## config.mk

```make
export PLATFORM = sky130hd
export DESIGN_NAME = cnn_tile_sched
export DESIGN_NICKNAME = d
export VERILOG_FILES = /design/src/rtl/cnn_sched_pkg.sv /design/src/rtl/cnn_sched_addr_gen.sv /design/src/rtl/cnn_tile_sched.sv
export SDC_FILE = /design/constraint.sdc
export NUM_CORES = 1
export LEC_CHECK = 0
export ABC_AREA = 1
export CAP_MARGIN = 10
export CORE_ASPECT_RATIO = 1.25
export CORE_MARGIN = 1
export CORE_UTILIZATION = 35
export CTS_CLUSTER_DIAMETER = 40
export CTS_CLUSTER_SIZE = 25
export DETAILED_ROUTE_END_ITERATION = 10
export GPL_TIMING_DRIVEN = 0
export PLACE_DENSITY = 0.61
export SKIP_LAST_GASP = 1
export SYNTH_ARGS = -nofsm -noshare
export SYNTH_HDL_FRONTEND = slang
export SYNTH_SLANG_ARGS = --single-unit
```

## constraint.sdc

```tcl
create_clock -name clk -period 3 [get_ports clk]
set_clock_uncertainty 0.15 [all_clocks]
set_input_delay 0.6 -clock clk [delete_from_list [all_inputs] [get_ports clk]]
set_output_delay 0.6 -clock clk [all_outputs]
set_load 0.02 [all_outputs]
```

## src/rtl/cnn_sched_pkg.sv

```systemverilog
// cnn_sched_pkg: shared defaults, FSM state encoding and latched layer config for cnn_tile_sched
package cnn_sched_pkg;
    localparam int ADDR_W_DEF   = 32;
    localparam int OFFSET_W_DEF = 16;
    localparam int CNT_W_DEF    = 8;

    typedef enum logic [2:0] {
        S_IDLE,
        S_CONF,
        S_REQ,
        S_RUN,
        S_FINAL,
        S_NEXT,
        S_DONE
    } sched_state_e;

    typedef struct packed {
        logic [ADDR_W_DEF-1:0]   base_addr;
        logic [ADDR_W_DEF-1:0]   tile_step;
        logic [ADDR_W_DEF-1:0]   chan_step;
        logic [OFFSET_W_DEF-1:0] row_gap;
        logic [CNT_W_DEF-1:0]    num_tiles;
        logic [CNT_W_DEF-1:0]    num_chans;
    } layer_cfg_t;
endpackage

```

## src/rtl/cnn_sched_addr_gen.sv

```systemverilog
// cnn_sched_addr_gen: tile/channel counters and buffer start address for the layer scheduler
// Ports:
//   load                      restart at base_addr, counters to 0
//   adv                       step to the next tile (wraps into the next channel)
//   base_addr/tile_step/chan_step, num_tiles/num_chans   latched layer geometry
//   prev_vld/prev_addr        last issued conf_addr, for reuse detection
//   cur_addr, tile_idx, chan_idx                         current position
//   last_tile, last_chan      position flags for the FSM
//   reuse_hit                 address after this advance equals prev_addr
module cnn_sched_addr_gen
    import cnn_sched_pkg::*;
#(
    parameter int ADDR_W = ADDR_W_DEF,
    parameter int CNT_W  = CNT_W_DEF
) (
    input  logic              clk,
    input  logic              rst,
    input  logic              load,
    input  logic              adv,
    input  logic [ADDR_W-1:0] base_addr,
    input  logic [ADDR_W-1:0] tile_step,
    input  logic [ADDR_W-1:0] chan_step,
    input  logic [CNT_W-1:0]  num_tiles,
    input  logic [CNT_W-1:0]  num_chans,
    input  logic              prev_vld,
    input  logic [ADDR_W-1:0] prev_addr,
    output logic [ADDR_W-1:0] cur_addr,
    output logic [CNT_W-1:0]  tile_idx,
    output logic [CNT_W-1:0]  chan_idx,
    output logic              last_tile,
    output logic              last_chan,
    output logic              reuse_hit
);
    logic [ADDR_W-1:0] cur_addr_d, cur_addr_q, chan_base_d, chan_base_q;
    logic [CNT_W-1:0]  tile_idx_d, tile_idx_q, chan_idx_d, chan_idx_q;

    assign last_tile = tile_idx_q == num_tiles - CNT_W'(1);
    assign last_chan = chan_idx_q == num_chans - CNT_W'(1);

    always_comb begin
        cur_addr_d  = cur_addr_q;
        chan_base_d = chan_base_q;
        tile_idx_d  = tile_idx_q;
        chan_idx_d  = chan_idx_q;
        if (load) begin
            cur_addr_d  = base_addr;
            chan_base_d = base_addr;
            tile_idx_d  = '0;
            chan_idx_d  = '0;
        end else if (adv && last_tile) begin
            tile_idx_d  = '0;
            chan_idx_d  = chan_idx_q + CNT_W'(1);
            chan_base_d = chan_base_q + chan_step;
            cur_addr_d  = chan_base_d;
        end else if (adv) begin
            tile_idx_d  = tile_idx_q + CNT_W'(1);
            cur_addr_d  = cur_addr_q + tile_step;
        end
    end

    // Compared against the post-advance address so the FSM can skip CONF on the same edge.
    assign reuse_hit = prev_vld && (cur_addr_d == prev_addr);

    always_ff @(posedge clk) begin
        if (rst) begin
            cur_addr_q  <= '0;
            chan_base_q <= '0;
            tile_idx_q  <= '0;
            chan_idx_q  <= '0;
        end else begin
            cur_addr_q  <= cur_addr_d;
            chan_base_q <= chan_base_d;
            tile_idx_q  <= tile_idx_d;
            chan_idx_q  <= chan_idx_d;
        end
    end

    assign cur_addr = cur_addr_q;
    assign tile_idx = tile_idx_q;
    assign chan_idx = chan_idx_q;
endmodule

```

## src/rtl/cnn_tile_sched.sv

```systemverilog
// cnn_tile_sched: sequences one conv layer through the window buffer, tile by tile, channel by channel
// Ports:
//   start/abort               launch (IDLE only) / terminate the layer
//   cfg_*                     layer geometry, latched on start
//   conf_addr_valid/conf_addr, conf_offset_valid/conf_offset   buffer programming
//   buf_req/buf_refresh/buf_req_final, window_finish          buffer handshake
//   busy/done, tile_idx/chan_idx                              status
// Optional: define CNN_SCHED_ADDR_REUSE_EN to skip CONF and suppress buf_refresh
//   when a tile's address equals the previously issued conf_addr.
module cnn_tile_sched
    import cnn_sched_pkg::*;
#(
    parameter int ADDR_W   = ADDR_W_DEF,
    parameter int OFFSET_W = OFFSET_W_DEF,
    parameter int CNT_W    = CNT_W_DEF
) (
    input  logic                clk,
    input  logic                rst,
    input  logic                start,
    input  logic                abort,
    input  logic [ADDR_W-1:0]   cfg_base_addr,
    input  logic [ADDR_W-1:0]   cfg_tile_step,
    input  logic [ADDR_W-1:0]   cfg_chan_step,
    input  logic [OFFSET_W-1:0] cfg_row_gap,
    input  logic [CNT_W-1:0]    cfg_num_tiles,
    input  logic [CNT_W-1:0]    cfg_num_chans,
    output logic                conf_addr_valid,
    output logic [ADDR_W-1:0]   conf_addr,
    output logic                conf_offset_valid,
    output logic [OFFSET_W-1:0] conf_offset,
    output logic                buf_req,
    output logic                buf_refresh,
    output logic                buf_req_final,
    input  logic                window_finish,
    output logic                busy,
    output logic                done,
    output logic [CNT_W-1:0]    tile_idx,
    output logic [CNT_W-1:0]    chan_idx
);
    sched_state_e      state_d, state_q;
    layer_cfg_t        cfg_d, cfg_q;
    logic              abort_d, abort_q, skip_d, skip_q;
    logic              launch, adv, last_tile, last_chan, reuse_hit, prev_vld;
    logic [ADDR_W-1:0] cur_addr, prev_addr;

    assign launch = state_q == S_IDLE && start;
    assign cfg_d  = launch ? '{base_addr: cfg_base_addr, tile_step: cfg_tile_step,
                               chan_step: cfg_chan_step, row_gap: cfg_row_gap,
                               num_tiles: cfg_num_tiles, num_chans: cfg_num_chans} : cfg_q;

    cnn_sched_addr_gen #(.ADDR_W(ADDR_W), .CNT_W(CNT_W)) u_addr_gen (
        .clk       (clk),
        .rst       (rst),
        .load      (launch),
        .adv       (adv),
        .base_addr (cfg_d.base_addr),
        .tile_step (cfg_q.tile_step),
        .chan_step (cfg_q.chan_step),
        .num_tiles (cfg_q.num_tiles),
        .num_chans (cfg_q.num_chans),
        .prev_vld  (prev_vld),
        .prev_addr (prev_addr),
        .cur_addr  (cur_addr),
        .tile_idx  (tile_idx),
        .chan_idx  (chan_idx),
        .last_tile (last_tile),
        .last_chan (last_chan),
        .reuse_hit (reuse_hit)
    );

    // abort_q remembers an abort taken from RUN so FINAL exits to DONE instead of NEXT.
    // skip_q marks a REQ entered without CONF, i.e. the buffer keeps its resident data.
    always_comb begin
        state_d = state_q;
        abort_d = abort_q;
        skip_d  = skip_q;
        adv     = 1'b0;
        case (state_q)
            S_IDLE: if (start) begin
                state_d = (cfg_num_tiles == '0 || cfg_num_chans == '0) ? S_DONE : S_CONF;
                abort_d = 1'b0;
                skip_d  = 1'b0;
            end
            S_CONF:  state_d = abort ? S_DONE : S_REQ;
            S_REQ:   state_d = abort ? S_DONE : S_RUN;
            S_RUN: begin
                abort_d = abort;
                state_d = (abort || window_finish) ? S_FINAL : S_RUN;
            end
            S_FINAL: state_d = (abort_q || abort) ? S_DONE : S_NEXT;
            S_NEXT: if (abort || (last_tile && last_chan)) begin
                state_d = S_DONE;
            end else begin
                adv     = 1'b1;
                skip_d  = reuse_hit;
                state_d = reuse_hit ? S_REQ : S_CONF;
            end
            S_DONE:  state_d = S_IDLE;
            default: state_d = S_IDLE;
        endcase
    end

    always_ff @(posedge clk) begin
        if (rst) begin
            state_q <= S_IDLE;
            cfg_q   <= '0;
            abort_q <= 1'b0;
            skip_q  <= 1'b0;
        end else begin
            state_q <= state_d;
            cfg_q   <= cfg_d;
            abort_q <= abort_d;
            skip_q  <= skip_d;
        end
    end

`ifdef CNN_SCHED_ADDR_REUSE_EN
    logic              prev_vld_d, prev_vld_q;
    logic [ADDR_W-1:0] prev_addr_d, prev_addr_q;

    always_comb begin
        prev_vld_d  = prev_vld_q;
        prev_addr_d = prev_addr_q;
        if (launch) begin
            prev_vld_d  = 1'b0;
            prev_addr_d = '0;
        end else if (state_q == S_CONF) begin
            prev_vld_d  = 1'b1;
            prev_addr_d = cur_addr;
        end
    end

    always_ff @(posedge clk) begin
        if (rst) begin
            prev_vld_q  <= 1'b0;
            prev_addr_q <= '0;
        end else begin
            prev_vld_q  <= prev_vld_d;
            prev_addr_q <= prev_addr_d;
        end
    end

    assign prev_vld  = prev_vld_q;
    assign prev_addr = prev_addr_q;
`else
    assign prev_vld  = 1'b0;
    assign prev_addr = '0;
`endif

    assign busy              = state_q != S_IDLE;
    assign conf_addr_valid   = state_q == S_CONF;
    assign conf_addr         = conf_addr_valid ? cur_addr : '0;
    assign conf_offset_valid = state_q inside {S_CONF, S_REQ, S_RUN, S_FINAL};
    assign conf_offset       = conf_offset_valid ? cfg_q.row_gap : '0;
    assign buf_req           = state_q == S_REQ;
    assign buf_refresh       = buf_req && !skip_q;
    assign buf_req_final     = state_q == S_FINAL;
    assign done              = state_q == S_DONE;
endmodule

```

==> impl_table.tex <==
\begin{tabular}{lr}
\hline
Metric & Value \\
\hline
\multicolumn{2}{l}{\textbf{Timing}} \\
\quad Period Utilization, post-route & 96.0\% \\
\quad F\_max & 0.347 GHz \\
\quad PnR worst setup slack & $\sim$0.12 ns \\
\quad Final worst path period need & between 2 and 3 ns \\
\quad Setup repair after global routing missed its margin & true \\
\quad Final setup violation count & 0 \\
\quad Count of endpoints failing hold in the final timing report & 0 \\
\quad Slew margin rel. & 35.7\% \\
\quad Total Negative Setup Slacks & 0 ns \\
\quad Pins over their slew limit & 0 \\
\quad Least-Margin Pin Slew & 0.965 ns \\
\multicolumn{2}{l}{\textbf{CTS}} \\
\quad Root buffer cell & clkbuf\_16 \\
\quad H-tree levels & 4 \\
\quad TritonCTS sink count & between 150 and 200 \\
\quad Total clock buffers created by CTS & 17 \\
\quad TritonCTS clock tree & done \\
\quad Clock-pin slew reported for the worst setup and hold paths after clock tree synthesis & around 0.08 ns \\
\quad Clock latency at the later pin of the worst-skew pair & 0.46 ns \\
\quad Buffer depth of the longest clock path & 2 \\
\multicolumn{2}{l}{\textbf{Cells and area}} \\
\quad Layout cell share with drive strength beyond 1 & under 10\% \\
\quad Count of fill cells added during filler insertion & about 3500 \\
\quad Signed area change from the synthesized netlist to the final layout & 26.6\% \\
\quad \# diodes & 0 \\
\quad Net count of the finished layout & $\sim$2300 \\
\multicolumn{2}{l}{\textbf{Critical path}} \\
\quad Critical-path cell list & inv\_1 -> nor2\_2 -> inv\_1 -> nor2\_1 -> inv\_2 -> buf\_2 -> nor2\_1 -> clkdlybuf4s15\_2 \\
\quad Largest fanout on the critical path & 10 \\
\quad Required time of the critical path & between 2 and 2.5 ns \\
\quad Worst endpoint data arrival time & 2.13 ns \\
\quad Kind of capture point of the worst setup path & output port \\
\quad CP max-delay cell & dfxtp\_4 \\
\quad Cell family contributing the most delay on the critical path & buffers and inverters \\
\quad Sum of buffers and inverters on the critical path & 5 \\
\quad Delay of the slowest critical-path stage & $\sim$0.4 ns \\
\quad Crit start category & register \\
\quad Path type of the worst setup path & reg -> out \\
\multicolumn{2}{l}{\textbf{Power and ir drop}} \\
\quad VDD IR max & $\sim$380 uV \\
\quad Leakage component of the power & between 6 and 7 nW \\
\quad Cell area power density & 818 nW/um2 \\
\multicolumn{2}{l}{\textbf{Yosys}} \\
\quad Post-synthesis compound-gate area fraction & 18.1\% \\
\quad Total number of yosys warnings & 0 \\
\quad Gate count after technology mapping & about 1900 \\
\quad Adder-cell area share of the yosys netlist & 7.35\% \\
\quad Post-synth top flop & dfxtp\_1 \\
\quad Post-synthesis mux area share & 0\% \\
\quad Synthesized area per cell & approximately 6.3 um2 \\
\quad Post-synthesis xor/xnor area fraction & 4.61\% \\
\quad Flip-flop and latch count after synthesis & 180 \\
\quad Proportion of register bits with asynchronous set or reset after synthesis & 0\% \\
\quad Main combinational cell family by area after synthesis & simple AND/OR/NAND/NOR gates \\
\quad Post-synth design cell area & 11800 um2 \\
\quad Number of unique standard cell types used by synthesis & between 40 and 50 \\
\quad Simple-gate area share of the yosys netlist & a little under a third \\
\quad Number of synthesized flops with an enable pin & 0 \\
\quad Sequential fraction of the synthesis area & 30.6\% \\
\quad Net count after synthesis & a little over 2000 \\
\multicolumn{2}{l}{\textbf{Floorplanning}} \\
\quad Die height & about 210 um \\
\quad Starting density of the core & $\sim$36\% \\
\quad Site Rows & 74 \\
\quad Overall die width & 166 um \\
\quad I/O pin count & between 200 and 250 \\
\quad Floorplan Core Area & between 30000 and 40000 um2 \\
\quad Die area & about 34000 um2 \\
\multicolumn{2}{l}{\textbf{Routing}} \\
\quad DRC violation total after the first TritonRoute iteration & roughly 960 \\
\quad DRC & 9 \\
\quad Wire length reported by the detailed router & between 40 and 50 mm \\
\quad Number of detailed-route iterations in the first pass & 9 \\
\quad Antenna violation net count after detailed routing & 0 \\
\quad Via-per-instance ratio & between 5 and 6 \\
\quad Overall via count from detail\_route & about 13000 \\
\quad Routed wire length per instance & roughly 19 um \\
\multicolumn{2}{l}{\textbf{Run status}} \\
\quad Violated checks & design-rule violations \\
\quad Status & finished, violations left \\
\multicolumn{2}{l}{\textbf{Global routing}} \\
\quad Antenna violations before repair & 0 \\
\quad GRT Overall Usage & around 28\% \\
\quad Pin count of the biggest net entering global routing & 19 \\
\quad First-pass GRT wire length & about 72 mm \\
\quad Via count of the first global-routing pass & around 13000 \\
\quad Total congestion overflow & 0 \\
\multicolumn{2}{l}{\textbf{Job}} \\
\quad Max-cap violation count & 0 \\
\multicolumn{2}{l}{\textbf{Placed design}} \\
\quad Port Buf Inserts & just over 200 \\
\quad Global placer's final weighted congestion & around 1 \\
\quad Detailed placer's ending HPWL & $\sim$39 mm \\
\quad Pre-CTS setup slack & -0.747 ns \\
\multicolumn{2}{l}{\textbf{Min path}} \\
\quad Worst hold path type & reg -> reg \\
\hline
\end{tabular}
==> power breakdown <==
group          switching [mW]  internal (mW)
Combinational            4.23           2.12
Clock                    1.17           1.11
Sequential              0.580           3.00
==> routing by layer <==
metal | share of wire, % | GRT usage (%)
met1 | 41 | 32.4
met2 | 49 | 49.5
met3 | 5.1 | 3.61
met4 | 4.2 | 12.7
met5 | 0 | 0
==> placed cells by master, fill, tap and decap left out, types with 4 or more instances in the layout <==
cell	n
nand2_2	5
clkbuf_1	42
xor2_1	30
clkbuf_16	17
nor2_2	7
o21a_1	12
a21o_1	4
nor2_1	182
a21boi_0	10
inv_8	6
buf_1	4
o21ai_1	10
clkbuf_2	16
nor4_1	10
ha_1	65
nor3_1	19
nand4_1	15
buf_2	17
dlygate4sd2_1	22
o21ai_0	118
nand3b_1	5
nand2_1	547
clkdlybuf4s50_1	155
inv_1	170
nand3_1	91
xnor2_1	32
inv_2	11
clkdlybuf4s15_2	6
dfxtp_1	179
dlymetal6s2s_1	7
a21oi_1	233
==> state kept, by name (all words and copies together) (netlist names) <==
signal                  count
u_addr_gen.tile_idx         8
u_addr_gen.chan_base_q     32
cfg_q                      96
state_q                     3
u_addr_gen.chan_idx         8
abort_q                     1
u_addr_gen.cur_addr        32
==> worst min-delay path, cell delays in order, from the launching register on <==
cell     delay (ns)
dfxtp_1        0.31
nand2_1        0.06
a21oi_1        0.06
==> kinds of logic (layout without fill, tap and decap cells) <==
kind of cell | count (synthesis) | count (layout)
buffers and inverters | 255 | 490
adders and majority gates | 68 | 68
AOI/OAI and AO/OA | 405 | 405
DFF | 180 | 180
and+or+nand+nor | 893 | 893
xor gates and xnor gates | 62 | 62
==> layout make-up <==
type / instances / area (um2) / area share (%)
Sequential cell: 180 / 3610 / 24.2
Clock buffer: 17 / 425 / 2.85
Inverter: 183 / 687 / 4.61
Buffer: 72 / 327 / 2.19
Multi-Input combinational cell: 1428 / 7230 / 48.5
Clock inverter: 15 / 146 / 0.982
Timing Repair Buffer: 203 / 1970 / 13.2
Tap cell: 418 / 523 / 3.51
==> synthesized netlist by cell type (2+ instances only) <==
cell type,count,area [um2]
ha_1,66,826
o21a_1,12,90.1
clkbuf_2,2,10.0
o22ai_1,2,12.5
a211oi_1,3,22.5
buf_1,7,26.3
a21o_1,4,30.0
clkinv_1,2,7.51
xnor2_1,32,280
nand3b_1,5,37.5
xor2_1,30,263
a21oi_1,233,1170
nor2_1,186,698
o21ai_0,122,611
clkbuf_1,45,169
dfxtp_1,180,3600
buf_6,3,33.8
nor3b_1,2,15.0
nor3_1,20,100
nor4_1,10,62.6
o21bai_1,3,22.5
buf_2,14,70.1
nand4_1,15,93.8
nor2_2,4,25.0
fa_1,2,40.0
inv_2,9,33.8
nand2_2,3,18.8
o21ai_1,8,40.0
nand3_1,91,455
inv_1,172,646
a21boi_0,10,75.1
o211ai_1,3,22.5
nand2_1,550,2060
==> path summary, 6_finish.rpt <==
path | to | start | depth (start not counted) | slack, ns
setup / recovery | conf_addr[4] | state_q[0] | 8 | 0.12
hold / removal | cfg_q[21] | cfg_q[21] | 2 | 0.32
setup reg to reg | u_addr_gen.cur_addr[16] | cfg_q[64] | 13 | 0.13
hold reg to reg | cfg_q[21] | cfg_q[21] | 2 | 0.32
==> through the flow <==
stage / power, mW / hold WS (ns) / instances / utilization (%) / instance area, um2
2_1_floorplan: 7.50 / 0.293 / 1863 / - / 11800
3_3_place_gp: 9.86 / 0.303 / 2483 / 43.6 / 14300
3_5_place_dp: 9.88 / 0.307 / 2483 / 43.6 / 14300
4_1_cts: 12.1 / 0.319 / 2515 / 45.3 / 14900
5_1_grt: 13.0 / 0.337 / 2516 / 45.4 / 14900
6_report: 12.2 / 0.319 / 2516 / 45.4 / 14900
==> repair_timing <==
item,CTS,global route
endpoints found under the setup margin,76,67
setup buffers,0,1
pin swaps,0,1
hold buffers,0,0
resized for setup,72,43
(Power assumes the default switching activity.)
